<file path="config.mk">
export PLATFORM = sky130hd
export DESIGN_NAME = pc_fetch_seq_flat
export DESIGN_NICKNAME = d
export VERILOG_FILES = /design/src/rtl/pc_fetch_seq_if.sv /design/src/rtl/pc_fetch_seq.sv /design/src/flat_wrapper.sv
export SDC_FILE = /design/constraint.sdc
export NUM_CORES = 1
export LEC_CHECK = 0
export ABC_AREA = 1
export CORE_AREA = 2 2 116 202
export CTS_CLUSTER_DIAMETER = 30
export DETAILED_ROUTE_END_ITERATION = 7
export DIE_AREA = 0 0 118 204
export PLACE_DENSITY = 0.74
export SYNTH_ARGS = -nofsm -noshare
export SYNTH_HDL_FRONTEND = slang
export SYNTH_SLANG_ARGS = --single-unit
</file>
<file path="constraint.sdc">
create_clock -name clk -period 7 [get_ports clk]
set_input_delay 1.05 -clock clk [delete_from_list [all_inputs] [get_ports clk]]
set_output_delay 1.05 -clock clk [all_outputs]
set_load 0.01 [all_outputs]
</file>
<file path="src/rtl/pc_fetch_seq_if.sv">
// rtl/pc_fetch_seq_if.sv - fetch sequencer bus: redirect, imem req/ack and decode valid/ready
interface pc_fetch_seq_if;
  logic        redir_valid;
  logic [1:0]  redir_op;
  logic [31:0] redir_pc;
  logic [25:0] redir_imm;
  logic [31:0] redir_rs;
  logic        imem_req;
  logic [31:0] imem_addr;
  logic        imem_ack;
  logic [31:0] imem_rdata;
  logic        inst_valid;
  logic [31:0] inst;
  logic [31:0] inst_pc;
  logic        inst_ready;
  logic [31:0] pc;
  logic        err_timeout;

  modport master (
    input  redir_valid, redir_op, redir_pc, redir_imm, redir_rs,
    input  imem_ack, imem_rdata, inst_ready,
    output imem_req, imem_addr, inst_valid, inst, inst_pc, pc, err_timeout
  );

  modport slave (
    output redir_valid, redir_op, redir_pc, redir_imm, redir_rs,
    output imem_ack, imem_rdata, inst_ready,
    input  imem_req, imem_addr, inst_valid, inst, inst_pc, pc, err_timeout
  );
endinterface

</file>
<file path="src/rtl/pc_fetch_seq.sv">
// rtl/pc_fetch_seq.sv - multi-cycle instruction fetch sequencer owning the PC, with NPC redirects
// Optional feature macro NPC_JR_EN: redir_op 2'b11 selects the JR register target.
module pc_fetch_seq #(
  parameter logic [31:0] RESET_PC      = 32'h0000_0000,
  parameter int unsigned FETCH_TIMEOUT = 8
) (
  input  logic            clk,
  input  logic            rst,
  pc_fetch_seq_if.master  bus
);
  localparam int unsigned CW = $clog2(FETCH_TIMEOUT + 1);

  typedef enum logic [1:0] {S_IDLE, S_REQ, S_OUT, S_DROP} state_t;

  state_t        state_q, state_d;
  logic [31:0]   pc_q, pc_d;
  logic [31:0]   addr_q, addr_d;
  logic [31:0]   inst_q, inst_d;
  logic [31:0]   ipc_q, ipc_d;
  logic          req_q, req_d;
  logic          valid_q, valid_d;
  logic          err_q, err_d;
  logic [CW-1:0] cnt_q, cnt_d, cnt_inc;
  logic [31:0]   p4, target;
  logic          unused_rs;

  assign unused_rs = ^bus.redir_rs;

  always_comb begin
    p4     = bus.redir_pc + 32'd4;
    target = p4;
    case (bus.redir_op)
      2'b01:   target = p4 + {{14{bus.redir_imm[15]}}, bus.redir_imm[15:0], 2'b00};
      2'b10:   target = {p4[31:28], bus.redir_imm, 2'b00};
`ifdef NPC_JR_EN
      2'b11:   target = {bus.redir_rs[31:2], 2'b00};
`else
      2'b11:   target = p4;
`endif
      default: target = p4;
    endcase
  end

  always_comb begin
    state_d = state_q;
    pc_d    = pc_q;
    addr_d  = addr_q;
    inst_d  = inst_q;
    ipc_d   = ipc_q;
    valid_d = valid_q;
    err_d   = 1'b0;
    cnt_d   = '0;
    cnt_inc = cnt_q + CW'(1);

    case (state_q)
      S_IDLE: begin
        state_d = S_REQ;
        if (bus.redir_valid) pc_d = target;
      end
      S_REQ: begin
        if (bus.redir_valid) begin
          pc_d    = target;
          valid_d = 1'b0;
          state_d = bus.imem_ack ? S_REQ : S_DROP;
        end else if (bus.imem_ack) begin
          inst_d  = bus.imem_rdata;
          ipc_d   = pc_q;
          valid_d = 1'b1;
          state_d = S_OUT;
        end
      end
      S_OUT: begin
        if (bus.redir_valid) begin
          pc_d    = target;
          valid_d = 1'b0;
          state_d = S_REQ;
        end else if (bus.inst_ready) begin
          pc_d    = pc_q + 32'd4;
          valid_d = 1'b0;
          state_d = S_REQ;
        end
      end
      S_DROP: begin
        // A redirect while draining keeps us draining; only the ack releases the new pc.
        if (bus.redir_valid) pc_d = target;
        else if (bus.imem_ack) state_d = S_REQ;
      end
      default: state_d = S_IDLE;
    endcase

    req_d = (state_d == S_REQ) || (state_d == S_DROP);
    if (state_d == S_REQ) addr_d = pc_d;

    // The request is never abandoned on timeout; the counter just rearms.
    if (req_q && !bus.imem_ack && req_d) begin
      if (cnt_inc == CW'(FETCH_TIMEOUT)) err_d = 1'b1;
      else                                 cnt_d = cnt_inc;
    end
  end

  always_ff @(posedge clk or posedge rst) begin
    if (rst) begin
      state_q <= S_IDLE;
      pc_q    <= RESET_PC;
      addr_q  <= '0;
      inst_q  <= '0;
      ipc_q   <= '0;
      req_q   <= 1'b0;
      valid_q <= 1'b0;
      err_q   <= 1'b0;
      cnt_q   <= '0;
    end else begin
      state_q <= state_d;
      pc_q    <= pc_d;
      addr_q  <= addr_d;
      inst_q  <= inst_d;
      ipc_q   <= ipc_d;
      req_q   <= req_d;
      valid_q <= valid_d;
      err_q   <= err_d;
      cnt_q   <= cnt_d;
    end
  end

  assign bus.imem_req    = req_q;
  assign bus.imem_addr   = addr_q;
  assign bus.inst_valid  = valid_q;
  assign bus.inst        = inst_q;
  assign bus.inst_pc     = ipc_q;
  assign bus.pc          = pc_q;
  assign bus.err_timeout = err_q;
endmodule
</file>
<file path="src/flat_wrapper.sv">
// flat-port wrapper written by rule: the top's interface ports become plain ports
module pc_fetch_seq_flat 
#(
  parameter logic [31:0] RESET_PC      = 32'h0000_0000,
  parameter int unsigned FETCH_TIMEOUT = 8
)
  (clk, rst, bus_redir_valid, bus_redir_op, bus_redir_pc, bus_redir_imm, bus_redir_rs, bus_imem_ack, bus_imem_rdata, bus_inst_ready, bus_imem_req, bus_imem_addr, bus_inst_valid, bus_inst, bus_inst_pc, bus_pc, bus_err_timeout);
  pc_fetch_seq_if bus_i ();
  input  logic clk;
  input  logic rst;
  input wire logic [$bits(bus_i.redir_valid)-1:0] bus_redir_valid;
  input wire logic [$bits(bus_i.redir_op)-1:0] bus_redir_op;
  input wire logic [$bits(bus_i.redir_pc)-1:0] bus_redir_pc;
  input wire logic [$bits(bus_i.redir_imm)-1:0] bus_redir_imm;
  input wire logic [$bits(bus_i.redir_rs)-1:0] bus_redir_rs;
  input wire logic [$bits(bus_i.imem_ack)-1:0] bus_imem_ack;
  input wire logic [$bits(bus_i.imem_rdata)-1:0] bus_imem_rdata;
  input wire logic [$bits(bus_i.inst_ready)-1:0] bus_inst_ready;
  output wire logic [$bits(bus_i.imem_req)-1:0] bus_imem_req;
  output wire logic [$bits(bus_i.imem_addr)-1:0] bus_imem_addr;
  output wire logic [$bits(bus_i.inst_valid)-1:0] bus_inst_valid;
  output wire logic [$bits(bus_i.inst)-1:0] bus_inst;
  output wire logic [$bits(bus_i.inst_pc)-1:0] bus_inst_pc;
  output wire logic [$bits(bus_i.pc)-1:0] bus_pc;
  output wire logic [$bits(bus_i.err_timeout)-1:0] bus_err_timeout;
  assign bus_i.redir_valid = bus_redir_valid;
  assign bus_i.redir_op = bus_redir_op;
  assign bus_i.redir_pc = bus_redir_pc;
  assign bus_i.redir_imm = bus_redir_imm;
  assign bus_i.redir_rs = bus_redir_rs;
  assign bus_i.imem_ack = bus_imem_ack;
  assign bus_i.imem_rdata = bus_imem_rdata;
  assign bus_i.inst_ready = bus_inst_ready;
  assign bus_imem_req = bus_i.imem_req;
  assign bus_imem_addr = bus_i.imem_addr;
  assign bus_inst_valid = bus_i.inst_valid;
  assign bus_inst = bus_i.inst;
  assign bus_inst_pc = bus_i.inst_pc;
  assign bus_pc = bus_i.pc;
  assign bus_err_timeout = bus_i.err_timeout;
  pc_fetch_seq #(.RESET_PC(RESET_PC), .FETCH_TIMEOUT(FETCH_TIMEOUT)) u_core (.clk(clk), .rst(rst), .bus(bus_i));
endmodule
</file>
==> flow_results.xml, run 1 <==
<?xml version="1.0" encoding="UTF-8"?>
<metrics>
  <group name="cells_and_area">
    <metric name="multi_input_area" unit="µm²">5593</metric>
    <metric name="antenna-diode-count" unit="">0</metric>
    <metric name="synthToLayoutAreaGrowth" unit="%">31.91</metric>
    <metric name="ratio_of_cells_with_drive_above_1_in_the_final_layout" unit="%">7.068</metric>
    <metric name="nets" unit="">1887</metric>
    <metric name="final_util" unit="%">57.91</metric>
    <metric name="filler_cell_count" unit="">2169</metric>
    <metric name="ff_latch_area" unit="µm²">3403</metric>
  </group>
  <group name="synth">
    <metric name="synth_seq_cells" unit="">136</metric>
    <metric name="ys_warn_count" unit="">0</metric>
    <metric name="synth-compound-area-share" unit="%">9.122</metric>
    <metric name="synth_top_family_by_area" unit="">simple AND/OR/NAND/NOR gates</metric>
    <metric name="asyncSetResetFlopFracSynth" unit="%">100.0</metric>
    <metric name="synth.mux.area_fraction" unit="%">0</metric>
    <metric name="edff_count_synth" unit="">0</metric>
    <metric name="synth_simple_gate_area_share" unit="%">39.18</metric>
    <metric name="mean_syn_cell_area" unit="µm²">6.620</metric>
    <metric name="yosys_most_used_dff" unit="">dfrtp_1</metric>
    <metric name="yosysUniqueCellTypes" unit="">48</metric>
    <metric name="post_synthesis_share_of_cell_area_spent_on_xor_and_xnor_gates" unit="%">2.363</metric>
    <metric name="synth-seq-area-share" unit="%">34.37</metric>
    <metric name="syn_nets" unit="">1670</metric>
    <metric name="syn-instance-count" unit="">1496</metric>
    <metric name="synth-adder-area-share" unit="%">5.761</metric>
    <metric name="synthesis.area" unit="µm²">9903</metric>
  </group>
  <group name="sta">
    <metric name="min_period" unit="ps">4283</metric>
    <metric name="hold_violations" unit="">0</metric>
    <metric name="tightest_slew" unit="ps">1120</metric>
    <metric name="timing.final.max_slew_violations" unit="">0</metric>
    <metric name="finalCritPeriodShare" unit="%">61.18</metric>
    <metric name="relSlewSlack" unit="%">25.11</metric>
    <metric name="finalWorstSetupSlack" unit="ps">2717</metric>
    <metric name="fin_setup_tns" unit="ps">0</metric>
    <metric name="unrepaired_setup_endpoints_after_global_routing" unit="">no</metric>
    <metric name="final.setup_skew" unit="ps">5.360</metric>
    <metric name="setup-violations-final" unit="">0</metric>
    <metric name="clock.fmax" unit="MHz">233.5</metric>
  </group>
  <group name="detailed_routing">
    <metric name="drc" unit="">0</metric>
    <metric name="drtIter0Drc" unit="">594</metric>
    <metric name="postRouteWirelength" unit="µm">33340</metric>
    <metric name="wl_per_cell" unit="µm">16.46</metric>
    <metric name="routed_via_density" unit="">5.196</metric>
    <metric name="route.vias.total" unit="">10530</metric>
    <metric name="drt_pre_antenna_iters" unit="">5</metric>
    <metric name="postRouteAntennaNets" unit="">0</metric>
  </group>
  <group name="worst_setup_path">
    <metric name="timing_worst_setup_path_type" unit="">in -&gt; reg</metric>
    <metric name="critical_path_required" unit="ps">7350</metric>
    <metric name="path_max_fanout" unit="">6</metric>
    <metric name="critPathCaptureType" unit="">register</metric>
    <metric name="setup.reg_to_reg.worst_slack" unit="ps">4650</metric>
    <metric name="rr_startpoint" unit="">u_core.state_q[0]</metric>
    <metric name="start_kind" unit="">primary input</metric>
    <metric name="r2r_end" unit="">u_core.bus.imem_addr[21]</metric>
    <metric name="worstPathArrival" unit="ps">4630</metric>
    <metric name="reg2regPathDepth" unit="">9</metric>
  </group>
  <group name="run">
    <metric name="drv_cap" unit="">0</metric>
  </group>
  <group name="clocking">
    <metric name="tritoncts" unit="">yes</metric>
    <metric name="cts_max_path_buffers" unit="">2</metric>
    <metric name="clock_buffer_count_from_cts" unit="">17</metric>
    <metric name="worst_skew_pair_later_pin_latency" unit="ps">410</metric>
    <metric name="worst_setup_hold_path_clk_slew" unit="ps">60</metric>
    <metric name="postCtsResizedCells" unit="">0</metric>
    <metric name="cell_chosen_for_the_clock_root" unit="">clkbuf_16</metric>
    <metric name="cts_hold_repair.buffers" unit="">0</metric>
    <metric name="cts.sink_count" unit="">136</metric>
    <metric name="cts_max_level" unit="">4</metric>
    <metric name="post_cts.repair.setup_buffers" unit="">0</metric>
  </group>
  <group name="global_routing">
    <metric name="grt_pass1_wl" unit="µm">52960</metric>
    <metric name="groute.usage.overall" unit="%">28.04</metric>
    <metric name="first_global_vias" unit="">10590</metric>
    <metric name="overflow" unit="">0</metric>
    <metric name="grt_antenna_before_repair" unit="">0</metric>
    <metric name="grt_start_max_net_pins" unit="">93</metric>
  </group>
  <group name="pwr">
    <metric name="max-vdd-ir-drop" unit="V">0.0001634</metric>
    <metric name="leakagePower" unit="nW">6.503</metric>
    <metric name="power.density" unit="nW/µm²">297.8</metric>
    <metric name="power" unit="mW">3.891</metric>
  </group>
  <group name="floorplanning">
    <metric name="chipWidth" unit="µm">118</metric>
    <metric name="core-area" unit="µm²">22560</metric>
    <metric name="row_cnt" unit="">73</metric>
    <metric name="fp.dieArea" unit="µm²">24070</metric>
    <metric name="boundaryPins" unit="">260</metric>
    <metric name="die-height" unit="µm">204</metric>
    <metric name="initial_utilization" unit="%">43.90</metric>
  </group>
  <group name="placed_design">
    <metric name="io_buffer_count" unit="">227</metric>
    <metric name="post-place-ws" unit="ps">2362</metric>
    <metric name="gp_routability_congestion" unit="">0.9617</metric>
    <metric name="detailedPlacementHpwl" unit="µm">26080</metric>
  </group>
  <group name="hold_path">
    <metric name="number_of_cells_on_the_worst_hold_path" unit="">2</metric>
    <metric name="min-delay-path-class" unit="">reg -&gt; reg</metric>
    <metric name="whs_endpoint" unit="">u_core.bus.inst[3]</metric>
    <metric name="worst_hold_startpoint" unit="">u_core.bus.inst[3]</metric>
  </group>
  <group name="outcome">
    <metric name="status" unit="">finished clean</metric>
  </group>
</metrics>
registers in the layout (all words and copies together), names as in the netlist:
name / cells
u_core.cnt_q: 4
u_core.bus.inst_pc: 32
u_core.bus.imem_addr: 32
u_core.bus.pc: 32
u_core.bus.err_timeout: 1
u_core.state_q: 2
u_core.bus.inst: 32
u_core.bus.inst_valid: 1
layout by cell type (no fill, tap or decap), types with 3 or more instances in the layout:
cell             instances
a21oi_1                 63
a31oi_1                  7
and2_1                   4
buf_4                    8
bufinv_16                3
clkbuf_16               17
clkdlybuf4s50_1        227
clkinvlp_4               4
dfrtp_1                136
ha_1                    44
inv_1                  181
inv_2                   14
inv_6                    4
nand2_1                584
nand2_2                 23
nand3_1                 96
nand3_2                  4
nand3b_1                 5
nand4_1                 15
nor2_1                  94
nor2_2                  11
nor2_4                  14
nor3_1                  20
nor3_2                   3
o211ai_1                11
o21ai_0                 60
o21ai_1                 12
o21bai_1                 5
or2_1                    4
or2_2                    3
xnor2_1                  7
xor2_1                  16
stage by stage:
| step | hold slack, ps | area, µm² | std cells |
|---|---|---|---|
| after floorplan | 455.4 | 9903 | 1496 |
| after global placement | 452.5 | 12450 | 1994 |
| after detailed placement | 457.9 | 12450 | 1994 |
| after CTS | 472.1 | 13060 | 2026 |
| after global routing | 492.9 | 13060 | 2026 |
| final | 467.2 | 13060 | 2026 |
power by group:
part / leakage, nW / total [mW] / switching [mW] / internal (mW)
sequential: 1.69 / 1.28 / 0.196 / 1.08
combinational: 4.52 / 1.69 / 0.900 / 0.787
clock: 0.287 / 0.922 / 0.349 / 0.573
total: 6.50 / 3.89 / 1.44 / 2.45
per-layer routing:
layer	part of all wire [%]	vias up	global-route usage, %
li1	-	5145	-
met1	36	4805	28.38
met2	52	439	52.12
met3	4.9	138	2.930
met4	8.1	0	21.86
met5	0	-	0
cell type report:
cell class,instances,area share [%]
flip-flops and latches,136,26.05
multi-input cells,1125,42.81
inverters,198,5.727
well taps,300,2.873
repair buffers,235,17.85
clock buffers,19,3.390
clock inverters,13,1.293
cells in the mapped netlist, types with 13 or more instances:
cell type,count,share of area [%]
nand2_1,584,22
inv_1,183,6.9
dfrtp_1,136,34
nand3_1,96,4.9
nor2_1,96,3.6
a21oi_1,63,3.2
o21ai_0,60,3.0
ha_1,44,5.6
nand2_2,23,1.5
nor3_1,20,1.0
clkbuf_1,16,0.61
xor2_1,16,1.4
nand4_1,15,0.95
nor2_4,14,1.6
inv_2,13,0.49
critical path, cell delays in order:
cell and delay [ps]:
clkdlybuf4s50_1 600, ha_1 190, inv_1 70, nor3_1 570
nand4_1 140, and2_1 230, ha_1 360, inv_1 90
nor3_1 370, nand2_1 170, nor3_1 160, nand2_1 160
nand3b_1 120, nand3_1 100, nand2_1 100, nand3_1 60
nand2_1 90
cell families after synthesis:
| logic type | after synthesis |
|---|---|
| simple gates | 889 |
| buf+inv | 235 |
| compound gates | 166 |
| flops | 136 |
| fa+ha+maj | 45 |
| xor+xnor | 25 |
worst max-delay path by stage:
stage / start / to / slack [ps]
2_1_floorplan: rst / u_core.bus.err_timeout / 2310
3_3_place_gp: bus_redir_pc[2] / u_core.bus.imem_addr[30] / 2440
3_5_place_dp: bus_redir_pc[2] / u_core.bus.imem_addr[30] / 2360
4_1_cts: bus_redir_pc[2] / u_core.bus.imem_addr[30] / 2790
5_1_grt: bus_redir_pc[2] / u_core.bus.imem_addr[20] / 2510
6_report: bus_redir_pc[2] / u_core.bus.imem_addr[30] / 2720
Power figures use the tool's default switching activity.
==> run 2: changes to the inputs <==
--- a/config.mk
+++ b/config.mk
@@ -10,7 +10,7 @@
 export CTS_CLUSTER_DIAMETER = 30
 export DETAILED_ROUTE_END_ITERATION = 7
 export DIE_AREA = 0 0 118 204
-export PLACE_DENSITY = 0.74
+export PLACE_DENSITY = 0.76
 export SYNTH_ARGS = -nofsm -noshare
 export SYNTH_HDL_FRONTEND = slang
 export SYNTH_SLANG_ARGS = --single-unit
==> constraint.sdc (replaced) <==
create_clock -name clk -period 3.64 [get_ports clk]
set_input_delay 0.546 -clock clk [delete_from_list [all_inputs] [get_ports clk]]
set_output_delay 0.546 -clock clk [all_outputs]
set_load 0.01 [all_outputs]
==> flow_results.xml, run 2 (same netlist as run 1, synthesis figures left out) <==
<?xml version="1.0" encoding="UTF-8"?>
<metrics>
  <group name="worst_setup_path">
    <metric name="cp-startpoint" unit="">bus_redir_pc[5]</metric>
    <metric name="reg2regPathDepth" unit="">9</metric>
    <metric name="worstPathArrival" unit="ps">3760</metric>
    <metric name="r2r_end" unit="">u_core.bus.pc[30]</metric>
    <metric name="start_kind" unit="">primary input</metric>
    <metric name="rr_startpoint" unit="">u_core.bus.pc[2]</metric>
    <metric name="timing_worst_setup_path_type" unit="">in -&gt; reg</metric>
    <metric name="setup.reg_to_reg.worst_slack" unit="ps">1540</metric>
    <metric name="critPathCapture" unit="">u_core.bus.imem_addr[21]</metric>
    <metric name="critPathCaptureType" unit="">register</metric>
    <metric name="critical_path_required" unit="ps">3950</metric>
    <metric name="path_max_fanout" unit="">4</metric>
  </group>
  <group name="sta">
    <metric name="timing.final.max_slew_violations" unit="">0</metric>
    <metric name="unrepaired_setup_endpoints_after_global_routing" unit="">yes</metric>
    <metric name="finalCritPeriodShare" unit="%">94.89</metric>
    <metric name="tightest_slew" unit="ps">712.4</metric>
    <metric name="clock.fmax" unit="MHz">289.5</metric>
    <metric name="setup-violations-final" unit="">0</metric>
    <metric name="relSlewSlack" unit="%">52.51</metric>
    <metric name="fin_setup_tns" unit="ps">0</metric>
    <metric name="min_period" unit="ps">3454</metric>
    <metric name="final.setup_skew" unit="ps">9.398</metric>
    <metric name="finalWorstSetupSlack" unit="ps">186.2</metric>
    <metric name="hold_violations" unit="">0</metric>
    <metric name="holdWs" unit="ps">465.8</metric>
  </group>
  <group name="global_routing">
    <metric name="groute.usage.overall" unit="%">28.93</metric>
    <metric name="grt_start_max_net_pins" unit="">137</metric>
    <metric name="overflow" unit="">0</metric>
    <metric name="first_global_vias" unit="">10590</metric>
    <metric name="grt_antenna_before_repair" unit="">0</metric>
    <metric name="grt_pass1_wl" unit="µm">54080</metric>
  </group>
  <group name="clocking">
    <metric name="clock_buffer_count_from_cts" unit="">17</metric>
    <metric name="worst_skew_pair_later_pin_latency" unit="ps">420</metric>
    <metric name="cts_max_path_buffers" unit="">2</metric>
    <metric name="cts_max_level" unit="">4</metric>
    <metric name="cts_hold_repair.buffers" unit="">0</metric>
    <metric name="worst_setup_hold_path_clk_slew" unit="ps">60</metric>
    <metric name="cts.sink_count" unit="">136</metric>
    <metric name="post_cts.repair.setup_buffers" unit="">0</metric>
    <metric name="tritoncts" unit="">yes</metric>
    <metric name="cell_chosen_for_the_clock_root" unit="">clkbuf_16</metric>
    <metric name="postCtsResizedCells" unit="">0</metric>
  </group>
  <group name="placed_design">
    <metric name="gp_routability_congestion" unit="">0.9355</metric>
    <metric name="detailedPlacementHpwl" unit="µm">27710</metric>
    <metric name="io_buffer_count" unit="">227</metric>
    <metric name="post-place-ws" unit="ps">-376.2</metric>
  </group>
  <group name="cells_and_area">
    <metric name="nets" unit="">1989</metric>
    <metric name="layout_commonest_cell" unit="">nand2_1</metric>
    <metric name="antenna-diode-count" unit="">0</metric>
    <metric name="synthToLayoutAreaGrowth" unit="%">39.61</metric>
    <metric name="final_util" unit="%">61.28</metric>
    <metric name="mostFrequentLayoutCells" unit="">584 x nand2_1, 227 x clkdlybuf4s50_1, 181 x inv_1</metric>
    <metric name="ratio_of_cells_with_drive_above_1_in_the_final_layout" unit="%">12.54</metric>
    <metric name="filler_cell_count" unit="">2114</metric>
  </group>
  <group name="detailed_routing">
    <metric name="wl_per_cell" unit="µm">16.29</metric>
    <metric name="drtIter0Drc" unit="">526</metric>
    <metric name="drt_pre_antenna_iters" unit="">5</metric>
    <metric name="postRouteAntennaNets" unit="">0</metric>
    <metric name="drc" unit="">0</metric>
    <metric name="postRouteWirelength" unit="µm">34630</metric>
    <metric name="route.vias.total" unit="">10800</metric>
    <metric name="routed_via_density" unit="">5.080</metric>
  </group>
  <group name="hold_path">
    <metric name="min-delay-path-class" unit="">reg -&gt; reg</metric>
    <metric name="worst_hold_startpoint" unit="">u_core.bus.inst[25]</metric>
  </group>
  <group name="pwr">
    <metric name="internal-power" unit="mW">4.718</metric>
    <metric name="max-vdd-ir-drop" unit="V">0.0002860</metric>
    <metric name="power.switching_fraction" unit="%">37.28</metric>
    <metric name="leakagePower" unit="nW">6.996</metric>
    <metric name="p_comb_share" unit="%">44.7</metric>
    <metric name="power.share.clock" unit="%">22.1</metric>
    <metric name="power.switching" unit="mW">2.804</metric>
    <metric name="seq_power_share" unit="%">33.2</metric>
    <metric name="power.density" unit="nW/µm²">544.0</metric>
  </group>
  <group name="floorplanning">
    <metric name="row_cnt" unit="">73</metric>
    <metric name="fp.dieArea" unit="µm²">24070</metric>
    <metric name="die-height" unit="µm">204</metric>
    <metric name="boundaryPins" unit="">260</metric>
    <metric name="chipWidth" unit="µm">118</metric>
    <metric name="core-area" unit="µm²">22560</metric>
    <metric name="initial_utilization" unit="%">43.90</metric>
  </group>
  <group name="outcome">
    <metric name="status" unit="">finished clean</metric>
  </group>
  <group name="run">
    <metric name="drv_cap" unit="">0</metric>
  </group>
</metrics>
[run 2: power groups by stage]
stage | combinational (mW) | sequential (mW) | clock (mW)
2_1_floorplan | 1.29 | 2.69 | 0
3_3_place_gp | 3.30 | 2.49 | 0
3_5_place_dp | 3.36 | 2.51 | 0
4_1_cts | 3.38 | 2.50 | 1.68
5_1_grt | 3.67 | 2.57 | 1.75
6_report | 3.36 | 2.50 | 1.66
[run 2: worst min-delay path by stage]
stage | endpoint | slack (ps) | cells past startpoint
2_1_floorplan | u_core.cnt_q[0] | 460 | 1
3_3_place_gp | u_core.bus.inst[13] | 450 | 2
3_5_place_dp | u_core.bus.inst_pc[18] | 460 | 2
4_1_cts | u_core.bus.inst[25] | 470 | 2
5_1_grt | u_core.bus.imem_addr[18] | 490 | 2
6_report | u_core.bus.inst[25] | 470 | 2
[run 2: worst max-delay path: stages]
cell and delay, ps:
clkdlybuf4s50_1 600, nand4_2 180, nor2_4 160, nand3_2 130, o21ai_0 300, nand2_1 110, ha_1 340, nand2_1 120
nor2_1 230, inv_1 120, nor2_4 180, nand3b_1 180, nand3_1 130, nand2_1 50, nand3_1 60, nand2_1 70
nand2_1 80, nand2_1 60, nand2_1 60, nand2_1 40
[run 2: through the flow]
stage / instance area [µm²] / instances / power [mW]
2_1_floorplan: 9907 / 1496 / 3.980
3_3_place_gp: 13230 / 2096 / 5.789
3_5_place_dp: 13230 / 2096 / 5.875
4_1_cts: 13800 / 2126 / 7.558
5_1_grt: 13830 / 2126 / 7.984
6_report: 13830 / 2126 / 7.521
[run 2: cell type report]
type	instances	area [µm²]	area share (%)
clock buffer	18	439.2	3.176
sequential	136	3403	24.62
timing repair buffer	337	3110	22.50
tap	300	375.4	2.715
multi-input combinational	1125	5622	40.66
clock inverter	12	128.9	0.9321
inverter	198	747.0	5.403
[run 2: metal layers]
metal  part of all wire, %  GRT usage, %  up-vias
li1                      -             -     5351
met1                    35         28.00     4970
met2                    54         55.59      373
met3                   4.3         3.544      107
met4                   7.1         21.04        0
met5                     0             0        -
